[src/rtl/neuron_sequencer.sv]
`timescale 1ns/1ps
`default_nettype none
// ============================================================================
//  Module   : neuron_sequencer
//  Purpose  : Microcode sequencer for the single-neuron compute loop. Issues
//             CLR, (LDW, LDX, MAC) x N, ACT, STO over a valid/ready handshake
//             to the decode stage in place of instruction-memory fetch.
//  Revision : 1.0  initial release
// ============================================================================
module neuron_sequencer #(
    parameter int ADDR_W = 16,
    parameter int CNT_W  = 8
) (
    input  logic              clk,
    input  logic              rst_n,
    input  logic              start,
    input  logic              abort,
    input  logic [CNT_W-1:0]  n_inputs,
    input  logic [ADDR_W-1:0] w_base,
    input  logic [ADDR_W-1:0] x_base,
    input  logic [ADDR_W-1:0] y_addr,
    output logic              op_valid,
    input  logic              op_ready,
    output logic [3:0]        opcode,
    output logic [2:0]        rs,
    output logic [2:0]        rt,
    output logic [2:0]        rd,
    output logic [ADDR_W-1:0] imm,
    output logic              busy,
    output logic              done
);

    // Opcodes of the instructions this sequencer emits
    localparam logic [3:0] c_OP_NOP  = 4'b0000;
    localparam logic [3:0] c_OP_ADD  = 4'b0001;
    localparam logic [3:0] c_OP_SINN = 4'b0011;
    localparam logic [3:0] c_OP_MAC  = 4'b0100;
    localparam logic [3:0] c_OP_LD   = 4'b1110;
    localparam logic [3:0] c_OP_ST   = 4'b1111;

    // Fixed register allocation
    localparam logic [2:0] c_R_ZERO = 3'd0;
    localparam logic [2:0] c_R_W    = 3'd1;
    localparam logic [2:0] c_R_X    = 3'd2;
    localparam logic [2:0] c_R_ACC  = 3'd3;
    localparam logic [2:0] c_R_ACT  = 3'd4;

    localparam logic [CNT_W-1:0] c_CNT_ONE = CNT_W'(1);

    typedef enum logic [3:0] {
        ST_IDLE = 4'd0,
        ST_CLR  = 4'd1,
        ST_LDW  = 4'd2,
        ST_LDX  = 4'd3,
        ST_MAC  = 4'd4,
        ST_ACT  = 4'd5,
        ST_STO  = 4'd6,
        ST_DONE = 4'd7
    } state_t;

    state_t              r_state, w_state_nxt;
    logic [CNT_W-1:0]    r_i, w_i_nxt;
    logic [CNT_W-1:0]    r_n, w_n_nxt;
    logic [ADDR_W-1:0]   r_w_base, w_w_base_nxt;
    logic [ADDR_W-1:0]   r_x_base, w_x_base_nxt;
    logic [ADDR_W-1:0]   r_y_addr, w_y_addr_nxt;

    logic                r_op_valid, w_op_valid_nxt;
    logic [3:0]          r_opcode, w_opcode_nxt;
    logic [2:0]          r_rs, w_rs_nxt;
    logic [2:0]          r_rt, w_rt_nxt;
    logic [2:0]          r_rd, w_rd_nxt;
    logic [ADDR_W-1:0]   r_imm, w_imm_nxt;
    logic                r_busy, w_busy_nxt;
    logic                r_done, w_done_nxt;

    logic                w_fire;

    assign w_fire = r_op_valid & op_ready;

    // Next-state, loop counter and operand latch logic
    always_comb begin
        w_state_nxt  = r_state;
        w_i_nxt      = r_i;
        w_n_nxt      = r_n;
        w_w_base_nxt = r_w_base;
        w_x_base_nxt = r_x_base;
        w_y_addr_nxt = r_y_addr;

        case (r_state)
            ST_IDLE: begin
                if (start) begin
                    w_state_nxt  = ST_CLR;
                    w_i_nxt      = '0;
                    w_n_nxt      = n_inputs;
                    w_w_base_nxt = w_base;
                    w_x_base_nxt = x_base;
                    w_y_addr_nxt = y_addr;
                end
            end
            ST_CLR: begin
                if (w_fire) begin
                    w_state_nxt = (r_n == '0) ? ST_ACT : ST_LDW;
                end
            end
            ST_LDW: begin
                if (w_fire) begin
                    w_state_nxt = ST_LDX;
                end
            end
            ST_LDX: begin
                if (w_fire) begin
                    w_state_nxt = ST_MAC;
                end
            end
            ST_MAC: begin
                if (w_fire) begin
                    // Compare against the latched count so a changing
                    // n_inputs cannot disturb a running evaluation.
                    if (r_i == (r_n - c_CNT_ONE)) begin
                        w_state_nxt = ST_ACT;
                    end else begin
                        w_state_nxt = ST_LDW;
                        w_i_nxt     = r_i + c_CNT_ONE;
                    end
                end
            end
            ST_ACT: begin
                if (w_fire) begin
                    w_state_nxt = ST_STO;
                end
            end
            ST_STO: begin
                if (w_fire) begin
                    w_state_nxt = ST_DONE;
                end
            end
            ST_DONE: begin
                w_state_nxt = ST_IDLE;
            end
            default: begin
                w_state_nxt = ST_IDLE;
            end
        endcase

        // Abort overrides any fire; r_busy is exactly "in CLR..STO".
        if (abort && r_busy) begin
            w_state_nxt = ST_IDLE;
        end
    end

    // Instruction decode of the upcoming state so outputs can be registered
    always_comb begin
        w_op_valid_nxt = 1'b0;
        w_opcode_nxt   = c_OP_NOP;
        w_rs_nxt       = c_R_ZERO;
        w_rt_nxt       = c_R_ZERO;
        w_rd_nxt       = c_R_ZERO;
        w_imm_nxt      = '0;
        w_busy_nxt     = 1'b0;
        w_done_nxt     = 1'b0;

        case (w_state_nxt)
            ST_CLR: begin
                w_op_valid_nxt = 1'b1;
                w_busy_nxt     = 1'b1;
                w_opcode_nxt   = c_OP_ADD;
                w_rd_nxt       = c_R_ACC;
            end
            ST_LDW: begin
                w_op_valid_nxt = 1'b1;
                w_busy_nxt     = 1'b1;
                w_opcode_nxt   = c_OP_LD;
                w_rt_nxt       = c_R_W;
                w_imm_nxt      = w_w_base_nxt + ADDR_W'(w_i_nxt);
            end
            ST_LDX: begin
                w_op_valid_nxt = 1'b1;
                w_busy_nxt     = 1'b1;
                w_opcode_nxt   = c_OP_LD;
                w_rt_nxt       = c_R_X;
                w_imm_nxt      = w_x_base_nxt + ADDR_W'(w_i_nxt);
            end
            ST_MAC: begin
                w_op_valid_nxt = 1'b1;
                w_busy_nxt     = 1'b1;
                w_opcode_nxt   = c_OP_MAC;
                w_rs_nxt       = c_R_W;
                w_rt_nxt       = c_R_X;
                w_rd_nxt       = c_R_ACC;
            end
            ST_ACT: begin
                w_op_valid_nxt = 1'b1;
                w_busy_nxt     = 1'b1;
                w_opcode_nxt   = c_OP_SINN;
                w_rt_nxt       = c_R_ACC;
                w_rd_nxt       = c_R_ACT;
            end
            ST_STO: begin
                w_op_valid_nxt = 1'b1;
                w_busy_nxt     = 1'b1;
                w_opcode_nxt   = c_OP_ST;
                w_rt_nxt       = c_R_ACT;
                w_imm_nxt      = w_y_addr_nxt;
            end
            ST_DONE: begin
                w_done_nxt     = 1'b1;
            end
            default: begin
                w_op_valid_nxt = 1'b0;
            end
        endcase
    end

    // State register, loop counter and latched operands
    always_ff @(posedge clk or negedge rst_n) begin
        if (!rst_n) begin
            r_state  <= ST_IDLE;
            r_i      <= '0;
            r_n      <= '0;
            r_w_base <= '0;
            r_x_base <= '0;
            r_y_addr <= '0;
        end else begin
            r_state  <= w_state_nxt;
            r_i      <= w_i_nxt;
            r_n      <= w_n_nxt;
            r_w_base <= w_w_base_nxt;
            r_x_base <= w_x_base_nxt;
            r_y_addr <= w_y_addr_nxt;
        end
    end

    // Registered instruction and status outputs
    always_ff @(posedge clk or negedge rst_n) begin
        if (!rst_n) begin
            r_op_valid <= 1'b0;
            r_opcode   <= c_OP_NOP;
            r_rs       <= '0;
            r_rt       <= '0;
            r_rd       <= '0;
            r_imm      <= '0;
            r_busy     <= 1'b0;
            r_done     <= 1'b0;
        end else begin
            r_op_valid <= w_op_valid_nxt;
            r_opcode   <= w_opcode_nxt;
            r_rs       <= w_rs_nxt;
            r_rt       <= w_rt_nxt;
            r_rd       <= w_rd_nxt;
            r_imm      <= w_imm_nxt;
            r_busy     <= w_busy_nxt;
            r_done     <= w_done_nxt;
        end
    end

    assign op_valid = r_op_valid;
    assign opcode   = r_opcode;
    assign rs       = r_rs;
    assign rt       = r_rt;
    assign rd       = r_rd;
    assign imm      = r_imm;
    assign busy     = r_busy;
    assign done     = r_done;

endmodule
`default_nettype wire

[config.mk]
export PLATFORM = sky130hd
export DESIGN_NAME = neuron_sequencer
export DESIGN_NICKNAME = d
export VERILOG_FILES = /design/src/rtl/neuron_sequencer.sv
export SDC_FILE = /design/constraint.sdc
export NUM_CORES = 1
export LEC_CHECK = 0
export ABC_AREA = 1
export CORE_MARGIN = 1
export CORE_UTILIZATION = 35
export CTS_CLUSTER_DIAMETER = 60
export CTS_CLUSTER_SIZE = 30
export DETAILED_ROUTE_END_ITERATION = 8
export DONT_BUFFER_PORTS = 1
export PLACE_DENSITY_LB_ADDON = 0.2
export SYNTH_ARGS = -nofsm -noshare
export SYNTH_HDL_FRONTEND = slang
export SYNTH_SLANG_ARGS = --single-unit
[constraint.sdc]
create_clock -name clk -period 6.46 [get_ports clk]
set_input_delay 1.292 -clock clk [delete_from_list [all_inputs] [get_ports clk]]
set_output_delay 1.292 -clock clk [all_outputs]
set_load 0.01 [all_outputs]
==> results of run 1 <==
[Yosys cell counts (2+ instances only)]
cell type / count
sky130_fd_sc_hd__o21ai_0: 39
sky130_fd_sc_hd__buf_2: 4
sky130_fd_sc_hd__o21ai_1: 3
sky130_fd_sc_hd__mux2i_1: 7
sky130_fd_sc_hd__nand3_1: 29
sky130_fd_sc_hd__nor2_4: 2
sky130_fd_sc_hd__and2_1: 8
sky130_fd_sc_hd__a21oi_2: 2
sky130_fd_sc_hd__inv_1: 64
sky130_fd_sc_hd__ha_1: 11
sky130_fd_sc_hd__a22o_1: 4
sky130_fd_sc_hd__xnor2_1: 5
sky130_fd_sc_hd__buf_4: 7
sky130_fd_sc_hd__inv_2: 7
sky130_fd_sc_hd__dfrtp_1: 96
sky130_fd_sc_hd__nand4_1: 14
sky130_fd_sc_hd__xor2_1: 4
sky130_fd_sc_hd__nand2_2: 2
sky130_fd_sc_hd__clkinv_1: 2
sky130_fd_sc_hd__nand3_2: 4
sky130_fd_sc_hd__nand2_1: 220
sky130_fd_sc_hd__clkbuf_1: 7
sky130_fd_sc_hd__nor2_2: 6
sky130_fd_sc_hd__nor3_1: 3
sky130_fd_sc_hd__nor3_2: 2
sky130_fd_sc_hd__or2_2: 3
sky130_fd_sc_hd__o31ai_1: 2
sky130_fd_sc_hd__a21oi_1: 13
sky130_fd_sc_hd__nor2_1: 32
[power groups by stage]
stage / logic, mW / registers (mW) / clock network, mW
5_1_grt: 0.325 / 0.721 / 0.603
2_1_floorplan: 0.223 / 0.715 / 0
6_report: 0.279 / 0.713 / 0.560
4_1_cts: 0.282 / 0.714 / 0.579
3_3_place_gp: 0.276 / 0.724 / 0
3_5_place_dp: 0.280 / 0.724 / 0
[critical path, stage by stage]
cell and delay, ns:
sky130_fd_sc_hd__nand2_1 0.14, sky130_fd_sc_hd__inv_1 0.16, sky130_fd_sc_hd__nand3_1 0.18, sky130_fd_sc_hd__a21oi_1 0.09, sky130_fd_sc_hd__or2_1 0.22, sky130_fd_sc_hd__a21oi_2 0.41, sky130_fd_sc_hd__nand3_2 0.30, sky130_fd_sc_hd__clkinv_1 0.38
sky130_fd_sc_hd__o21ai_0 0.22, sky130_fd_sc_hd__ha_1 0.32, sky130_fd_sc_hd__a21oi_1 0.06, sky130_fd_sc_hd__nor2_1 0.12, sky130_fd_sc_hd__nor2_1 0.08, sky130_fd_sc_hd__o21ai_0 0.27, sky130_fd_sc_hd__a21oi_1 0.11, sky130_fd_sc_hd__o21bai_1 0.26
sky130_fd_sc_hd__a21oi_1 0.17, sky130_fd_sc_hd__nor3_4 0.28, sky130_fd_sc_hd__nand4_1 0.11, sky130_fd_sc_hd__nand3_1 0.10, sky130_fd_sc_hd__nand2_1 0.05
[routing by layer]
layer | GRT usage, % | vias to the layer above | share of wire (%)
li1 | - | 1941 | -
met3 | 4.151 | 19 | 5.1
met4 | 7.948 | 0 | 2.4
met5 | 0 | - | 0
met1 | 22.81 | 1813 | 47
met2 | 28.27 | 87 | 46
[registers in the layout, summed over array words and instances (netlist names), 2 cells and up]
register	count
imm	16
r_w_base	16
r_x_base	16
r_y_addr	16
r_i	8
r_n	8
opcode	4
r_state	4
rt	3
rd	2
[cell type report]
cell class,instances,share of cell area (%)
clock buffer,9,4.177
timing repair buffer,2,0.2785
clock inverter,6,1.555
tap,180,4.177
multi-input combinational,431,40.17
sequential,96,44.56
inverter,73,5.082
[logic make-up after synthesis]
family / synth area share (%)
muxes: 1.418
buffers and inverters: 7.850
xor gates and xnor gates: 1.595
DFF: 48.62
AOI/OAI and AO/OA: 8.205
adders and majority gates: 3.191
other: 0.07590
and+or+nand+nor: 29.05
[path summary, 6_finish.rpt]
| kind | startpoint | endpoint | slack, ns | cells after the start |
|---|---|---|---|---|
| max | op_ready | imm[13] | 1.36 | 21 |
| min | r_x_base[0] | r_x_base[0] | 0.47 | 2 |
| max reg2reg | r_n[1] | imm[13] | 1.50 | 27 |
| min reg2reg | r_x_base[0] | r_x_base[0] | 0.47 | 2 |
| max in group asynchronous | rst_n | r_x_base[4] | 5.67 | 0 |
| min in group asynchronous | rst_n | r_state[0] | 0.64 | 0 |
[stage by stage]
step,instance area (um2),cells,setup slack (ns),hold slack [ns]
5_1_grt,5391,797,0.9563,0.4874
4_1_cts,5391,797,1.406,0.4756
2_1_floorplan,4949,620,1.850,0.4382
3_5_place_dp,5082,782,1.045,0.4593
3_3_place_gp,5082,782,1.343,0.4511
6_report,5391,797,1.359,0.4723
==> flow_summary.toml, run 1 <==
[power_and_ir_drop]
cellLeakagePower_nw = 2.758
p_int_mw = 1.108
clock_power_share_pct = 36.1
share_seq_of_total_power_pct = 45.9
switchingPower_uw = 443.5
totalPowerFinal_mw = 1.552
worst_ir_drop_vdd_uv = 133.5
p_sw_share_pct = 28.58
power.combinational.fraction_pct = 18.0
power.density_nw_per_um2 = 287.8

[logic_synthesis]
largest_cells_by_area_after_synthesis = "sky130_fd_sc_hd__dfrtp_1 (49%), sky130_fd_sc_hd__nand2_1 (17%), sky130_fd_sc_hd__inv_1 (4.9%)"
synth_ff_type = "sky130_fd_sc_hd__dfrtp_1"
synth_async_sr_flop_share_pct = 100.0
synth-seq-cells = 96
synth_warnings = 0
post_synth_inst_count = 618
cell_type_with_the_highest_aggregate_area_in_the_netlist = "sky130_fd_sc_hd__dfrtp_1"
post_synth_num_cell_types = 45
syn_area_um2 = 4941
synth_top_cell_area_share_pct = 48.62
synth_seq_area_share_pct = 48.62
synth_area_per_cell_um2 = 7.995
number_of_flops_mapped_to_enable_cells_by_yosys = 0

[setup_path]
timing.critical_path.fanout_max = 19
startpoint_type = "input pin"
worst-setup-path-type = "in2reg"
worst_ep_arrival_time_ns = 5.34
critPathRequiredTime_ns = 6.70
worst_setup_path_end_kind = "flop"

[clocking]
cts_resized = 0
clk_transition_reported_paths_ns = 0.07
tritoncts.num_buffers = 9
cts_hold_buffers = 0
tritoncts_num_sinks = 96
clkLatencyLatePin_ns = 0.35
cts.root.buffer_cell = "sky130_fd_sc_hd__clkbuf_16"
post-cts-setup-buffers = 0
h-tree-depth = 3
clock_path_buffers = 2
tritoncts = "done"

[layout]
antenna-diode-count = 0
area_of_the_multi_input_gates_um2 = 2166
layout.core_utilization_pct = 38.99
seqCellArea_um2 = 2402
fin_nets = 686
commonest_cells_after_routing_fill_and_taps_aside = "sky130_fd_sc_hd__nand2_1 (220), sky130_fd_sc_hd__dfrtp_1 (96), sky130_fd_sc_hd__inv_1 (64)"
synthToLayoutAreaGrowth_pct = 9.116
final_layout_size_suffix_gt1_share_pct = 7.780
fillCellCount = 1421
final_common_cell = "sky130_fd_sc_hd__nand2_1"

[route]
drc = 2
drtAntennaViolNets = 0
avgViaCountPerCell = 4.843
drt_first_iter_violations = 215
wirelength_mm = 11.92
vias = 3860
wl_per_cell_um = 14.95
router_iterations_before_antenna_repair = 6

[timing]
setup_repair_after_global_routing_missed_its_margin = "false"
final_period_minus_worst_setup_slack_ns = 5.101
finalCritPeriodShare_pct = 78.96
worstMarginPinSlew_ns = 0.6517
setup_tns_ns = 0
maxClockFrequency_mhz = 196.1
final_max_slew_viol_count = 0
hold_viol_final = 0
timing.clock.skew_ns = 0.006506
timing.final.setup_violations = 0
relSlewSlack_pct = 56.55

[run_status]
run_status = "finished, violations left"
failing_checks = "design-rule violations"

[worst_hold_path]
timing.hold.worst.class = "reg2reg"

[global_route]
maximum_number_of_pins_on_one_net_before_global_route_repair = 97
grt_pass1_vias = 3906
grt_pass1_wl_mm = 19.61
grt_usage_pct = 17.71
antenna_violations_before_repair = 0
grt_overflow = 0

[die]
die_h_um = 120.8
design.die.area_um2 = 14600
design.core.area_um2 = 13830
num_rows = 43
die_w_um = 120.8
initial_utilization_pct = 35.73
boundaryPins = 93

[place]
gp_congestion = 0.8945
place_hpwl_mm = 8.718
port_buffers = 0

[job]
maxCapViolations = 0
No activity file was read; power rests on OpenSTA's default activity.
==> run 2, diff against run 1 <==
--- a/config.mk
+++ b/config.mk
@@ -5,7 +5,7 @@
 export SDC_FILE = /design/constraint.sdc
 export NUM_CORES = 1
 export LEC_CHECK = 0
-export ABC_AREA = 1
+export ABC_AREA = 0
 export CORE_MARGIN = 1
 export CORE_UTILIZATION = 35
 export CTS_CLUSTER_DIAMETER = 60
==> constraint.sdc (replaced) <==
create_clock -name clk -period 4.2 [get_ports clk]
set_input_delay 0.84 -clock clk [delete_from_list [all_inputs] [get_ports clk]]
set_output_delay 0.84 -clock clk [all_outputs]
set_load 0.01 [all_outputs]
==> flow_summary.toml, run 2 <==
[die]
die_h_um = 122.9
initial_utilization_pct = 36.30
boundaryPins = 93
die_w_um = 122.9
design.core.area_um2 = 14100
num_rows = 43
design.die.area_um2 = 15110

[timing]
maxClockFrequency_mhz = 223.9
timing.final.setup_violations = 8
timing.clock.skew_ns = 0.009002
setup_tns_ns = -1.484
finalCritPeriodShare_pct = 106.3
final_period_minus_worst_setup_slack_ns = 4.466
holdWs_ns = 0.1732
hold_viol_final = 0
setup_repair_after_global_routing_missed_its_margin = "true"
worst_slack_ns = -0.2660
worstMarginPinSlew_ns = 0.8203
final_max_slew_viol_count = 0
relSlewSlack_pct = 45.31

[route]
drtAntennaViolNets = 0
router_iterations_before_antenna_repair = 6
drc = 0
vias = 4224
wl_per_cell_um = 18.33
avgViaCountPerCell = 5.374
drt_first_iter_violations = 251
wirelength_mm = 14.41

[clocking]
tritoncts.num_buffers = 9
clock_path_buffers = 2
cts.root.buffer_cell = "sky130_fd_sc_hd__clkbuf_16"
clkLatencyLatePin_ns = 0.36
clk_transition_reported_paths_ns = 0.07
tritoncts = "done"
cts_hold_buffers = 0
h-tree-depth = 3
tritoncts_num_sinks = 96

[logic_synthesis]
synth_ff_type = "sky130_fd_sc_hd__dfrtp_1"
synth_top_cell_area_share_pct = 46.96
synth-seq-cells = 96
post_synth_inst_count = 537
synthTopCellsByCount = "sky130_fd_sc_hd__nand2_1 (125), sky130_fd_sc_hd__dfrtp_1 (96), sky130_fd_sc_hd__inv_1 (26)"
synth_warnings = 0
largest_cells_by_area_after_synthesis = "sky130_fd_sc_hd__dfrtp_1 (47%), sky130_fd_sc_hd__nand2_1 (9.2%), sky130_fd_sc_hd__mux2i_1 (4.1%)"
synth_area_per_cell_um2 = 9.527
post-synth-top-count-cell = "sky130_fd_sc_hd__nand2_1"
syn_area_um2 = 5116
post_synth_num_cell_types = 63
cell_type_with_the_highest_aggregate_area_in_the_netlist = "sky130_fd_sc_hd__dfrtp_1"
number_of_flops_mapped_to_enable_cells_by_yosys = 0
synth_async_sr_flop_share_pct = 100.0
synth_seq_area_share_pct = 46.96

[global_route]
grt_usage_pct = 19.95
grt_pass1_vias = 4311
maximum_number_of_pins_on_one_net_before_global_route_repair = 97
grt_overflow = 0
grt_pass1_wl_mm = 22.60
antenna_violations_before_repair = 0

[power_and_ir_drop]
power.combinational.fraction_pct = 22.6
power.density_nw_per_um2 = 382.9
worst_ir_drop_vdd_uv = 195.2
switchingPower_uw = 747.2
cellLeakagePower_nw = 3.003
totalPowerFinal_mw = 2.442
p_int_mw = 1.695
p_sw_share_pct = 30.60
clock_power_share_pct = 33.1
share_seq_of_total_power_pct = 44.3

[run_status]
run_status = "finished, violations left"
failing_checks = "negative setup slack"

[layout]
commonest_cells_after_routing_fill_and_taps_aside = "sky130_fd_sc_hd__nand2_1 (124), sky130_fd_sc_hd__dfrtp_1 (96), sky130_fd_sc_hd__buf_4 (72)"
layoutNonFillerInstCount = 786
antenna-diode-count = 0
layout.core_utilization_pct = 45.24
fin_nets = 674
final_common_cell = "sky130_fd_sc_hd__nand2_1"
finalInstanceArea_um2 = 6377
final_layout_size_suffix_gt1_share_pct = 26.40
fillCellCount = 1346
synthToLayoutAreaGrowth_pct = 24.65

[worst_hold_path]
timing.hold.worst.class = "in2async"

[setup_path]
timing.critical_path.fanout_max = 5
worst_ep_arrival_time_ns = 4.66
worst-setup-path-type = "reg2reg"
worst_setup_path_end_kind = "flop"
startpoint_type = "flop"
critPathRequiredTime_ns = 4.40

[place]
place_hpwl_mm = 10.20
gp_congestion = 0.8660
port_buffers = 0
dpl-instance-area_um2 = 5771
dpl_worst_slack_ns = -0.4738
number_of_instances_in_the_placed_design = 760

[job]
maxCapViolations = 0
run 2: worst paths after layout:
path	depth (start not counted)	to	start	slack, ns
min in group clk	2	r_y_addr[0]	r_y_addr[0]	0.48
setup reg to reg	15	imm[13]	r_n[1]	-0.27
setup / recovery	15	imm[13]	r_n[1]	-0.27
max in group asynchronous	0	r_w_base[14]	rst_n	3.90
hold reg to reg	2	r_y_addr[0]	r_y_addr[0]	0.48
hold / removal	0	rt[1]	rst_n	0.17
run 2: area by class of cell:
| class | count | area, um2 | area share, % |
|---|---|---|---|
| clock inverters | 7 | 63.81 | 1.001 |
| multi-input cells | 392 | 2778 | 43.55 |
| repair buffers | 76 | 585.6 | 9.182 |
| clock buffers | 9 | 225.2 | 3.531 |
| inverters | 26 | 97.59 | 1.530 |
| well taps | 180 | 225.2 | 3.531 |
| flip-flops and latches | 96 | 2402 | 37.67 |
run 2: cell families after synthesis:
kind of cell             synth area share (%)
AO/OA/AOI/OAI                           15.02
flip-flops                              46.96
other                                 0.07330
AND/OR/NAND/NOR                         18.93
adder cells (fa/ha/maj)                 3.081
XOR/XNOR                                3.766
buffers and inverters                   4.769
multiplexers                            7.410
run 2: per-layer routing:
layer  global-route usage (%)  vias up  wire [um]
li1                         -     2022          -
met3                    5.443       15        857
met4                    6.326        0        204
met1                    25.10     2075       6289
met5                        0        -          0
met2                    33.15      112       7056
run 2: worst max-delay path, cell delays in order (launching register included):
cell	delay, ns
sky130_fd_sc_hd__dfrtp_1	0.38
sky130_fd_sc_hd__or4_4	0.54
sky130_fd_sc_hd__o21a_1	0.21
sky130_fd_sc_hd__or4_4	0.42
sky130_fd_sc_hd__a311o_1	0.36
sky130_fd_sc_hd__a31o_4	0.26
sky130_fd_sc_hd__nand2_4	0.13
sky130_fd_sc_hd__mux2_4	0.33
sky130_fd_sc_hd__ha_4	0.17
sky130_fd_sc_hd__or4_4	0.55
sky130_fd_sc_hd__or2_4	0.27
sky130_fd_sc_hd__o311a_4	0.17
sky130_fd_sc_hd__a31oi_1	0.14
sky130_fd_sc_hd__a31oi_1	0.06
sky130_fd_sc_hd__mux2i_1	0.22
sky130_fd_sc_hd__o22ai_2	0.10
run 2: power groups by stage:
stage               Clock (mW)  Sequential (mW)  Combinational (mW)
floorplan                    0             1.09               0.342
global placement             0             1.10               0.495
detailed placement           0             1.10               0.503
CTS                      0.836             1.08               0.523
global route             0.873             1.10               0.611
finish                   0.808             1.08               0.551
run 2: what timing repair did:
item	CTS	global route
gates cloned	1	1
gates resized for setup	21	26
endpoints found under the setup margin	11	11
pin swaps	21	15
setup buffers	5	3
==> run 3, diff against run 2 <==
--- a/config.mk
+++ b/config.mk
@@ -8,8 +8,7 @@
 export ABC_AREA = 0
 export CORE_MARGIN = 1
 export CORE_UTILIZATION = 35
-export CTS_CLUSTER_DIAMETER = 60
-export CTS_CLUSTER_SIZE = 30
+export CTS_CLUSTER_SIZE = 8
 export DETAILED_ROUTE_END_ITERATION = 8
 export DONT_BUFFER_PORTS = 1
 export PLACE_DENSITY_LB_ADDON = 0.2
==> constraint.sdc (replaced) <==
create_clock -name clk -period 3.7 [get_ports clk]
set_input_delay 0.74 -clock clk [delete_from_list [all_inputs] [get_ports clk]]
set_output_delay 0.74 -clock clk [all_outputs]
set_load 0.01 [all_outputs]
==> flow_summary.toml, run 3 (synthesis gave the netlist of run 2 again) <==
[run_status]
run_status = "finished, violations left"
failing_checks = "negative setup slack"

[power_and_ir_drop]
power.density_nw_per_um2 = 433.6
worst_ir_drop_vdd_uv = 226.0
cellLeakagePower_nw = 3.087

[layout]
final_common_cell = "sky130_fd_sc_hd__nand2_1"
antenna-diode-count = 0
fin_nets = 695
commonest_cells_after_routing_fill_and_taps_aside = "sky130_fd_sc_hd__nand2_1 (125), sky130_fd_sc_hd__dfrtp_1 (96), sky130_fd_sc_hd__buf_4 (94)"
fillCellCount = 1401
final_layout_size_suffix_gt1_share_pct = 27.43
seqCellArea_um2 = 2402
area_of_the_multi_input_gates_um2 = 2729
layout.core_utilization_pct = 46.10
synthToLayoutAreaGrowth_pct = 27.02
layoutNonFillerInstCount = 807

[setup_path]
critPathBufInv = 2
timing.reg2reg.setup_slack_ns = -0.89
critPathTopFamily = "simple AND/OR/NAND/NOR gates"
critPathRequiredTime_ns = 3.94
crit_path_frequent_cell = "sky130_fd_sc_hd__or4_4"
worst_ep_arrival_time_ns = 4.83
timing.critical_path.fanout_max = 5
slowest_delay_ns = 0.56
startpoint_type = "flop"
crit_path_cell_trace = "or4_4 -> o21a_1 -> or4_4 -> a311o_1 -> a31o_4 -> nand2_4 -> buf_6 -> mux2_4 -> ha_4 -> or4_4 -> buf_4 -> o21a_4 -> a31oi_2 -> nor4_2 -> a31oi_2 -> o22ai_1"
worst-setup-path-type = "reg2reg"
crit_path_top_delay_cell = "sky130_fd_sc_hd__or4_4"
worst_setup_path_end_kind = "flop"

[die]
die_h_um = 122.9
die_w_um = 122.9
design.core.area_um2 = 14100
num_rows = 43
initial_utilization_pct = 36.30
design.die.area_um2 = 15110
boundaryPins = 93

[place]
dpl_worst_slack_ns = -0.9601
number_of_instances_in_the_placed_design = 779
gp_congestion = 0.8565
port_buffers = 0
place_hpwl_mm = 10.34

[global_route]
grt_usage_pct = 20.69
antenna_violations_before_repair = 0
grt_pass1_wl_mm = 23.54
grt_pass1_vias = 4578
maximum_number_of_pins_on_one_net_before_global_route_repair = 97
grt_overflow = 0

[route]
vias = 4318
drc = 0
drtAntennaViolNets = 0
avgViaCountPerCell = 5.351
drt_first_iter_violations = 279
wirelength_mm = 14.57
wl_per_cell_um = 18.06
router_iterations_before_antenna_repair = 5

[clocking]
cts_hold_buffers = 0
tritoncts.num_buffers = 9
tritoncts = "done"
cts.root.buffer_cell = "sky130_fd_sc_hd__clkbuf_16"
clock_path_buffers = 2
h-tree-depth = 3
clk_transition_reported_paths_ns = 0.08
clkLatencyLatePin_ns = 0.36
tritoncts_num_sinks = 96

[timing]
final_period_minus_worst_setup_slack_ns = 4.593
timing.final.setup_violations = 14
finalCritPeriodShare_pct = 124.1
setup_tns_ns = -8.908
hold_viol_final = 0
worst_slack_ns = -0.8932
relSlewSlack_pct = 53.42
worstMarginPinSlew_ns = 0.6940
maxClockFrequency_mhz = 217.7
setup_repair_after_global_routing_missed_its_margin = "true"
timing.clock.skew_ns = 0.009419
holdWs_ns = 0.07398
final_max_slew_viol_count = 0

[job]
maxCapViolations = 0

[worst_hold_path]
timing.hold.worst.class = "in2async"
[run 3: changes by cell type in the layout (fill, tap and decap cells not counted), moves of 3 or more]
cell / change
sky130_fd_sc_hd__mux2_2: +3
sky130_fd_sc_hd__nand3_2: -5
sky130_fd_sc_hd__buf_4: +22
sky130_fd_sc_hd__mux2_4: -3
sky130_fd_sc_hd__nand3_1: +5
[run 3: path summary, 6_finish.rpt]
check | start | end | depth (start not counted)
max | r_n[1] | imm[12] | 16
min reg2reg | r_w_base[2] | r_w_base[2] | 2
max reg2reg | r_n[1] | imm[12] | 16
min in group clk | r_w_base[2] | r_w_base[2] | 2
min | rst_n | r_n[7] | 0
max in group asynchronous | rst_n | r_w_base[14] | 0
[run 3: layout make-up]
| type | instances | share of cell area [%] |
|---|---|---|
| timing repair buffer | 97 | 11.51 |
| tap | 180 | 3.466 |
| sequential | 96 | 36.97 |
| clock buffer | 9 | 3.466 |
| clock inverter | 7 | 1.097 |
| multi-input combinational | 392 | 41.99 |
| inverter | 26 | 1.502 |
[run 3: metrics by stage]
step | power, mW | area (um2)
5_1_grt | 2.972 | 6499
2_1_floorplan | 1.625 | 5187
6_report | 2.818 | 6499
3_5_place_dp | 1.853 | 5926
4_1_cts | 2.839 | 6461
3_3_place_gp | 1.838 | 5926
[run 3: routing by layer]
| layer | global-route usage (%) | share of wire [%] |
|---|---|---|
| met1 | 26.12 | 43 |
| met2 | 34.38 | 49 |
| met3 | 5.627 | 5.7 |
| met4 | 6.402 | 1.7 |
| met5 | 0 | 0 |
[run 3: power breakdown]
part           internal [mW]  total, mW  switching [mW]
logic                  0.306      0.651           0.345
registers               1.17       1.23          0.0559
clock network          0.476      0.940           0.463
total                   1.95       2.82           0.864
[run 3: timing repair]
action | 4_1_cts | 5_1_grt
cloned | 2 | 0
setup buffers | 9 | 1
resized for setup | 29 | 5
setup endpoints to repair | 14 | 15
pin swaps | 21 | 8
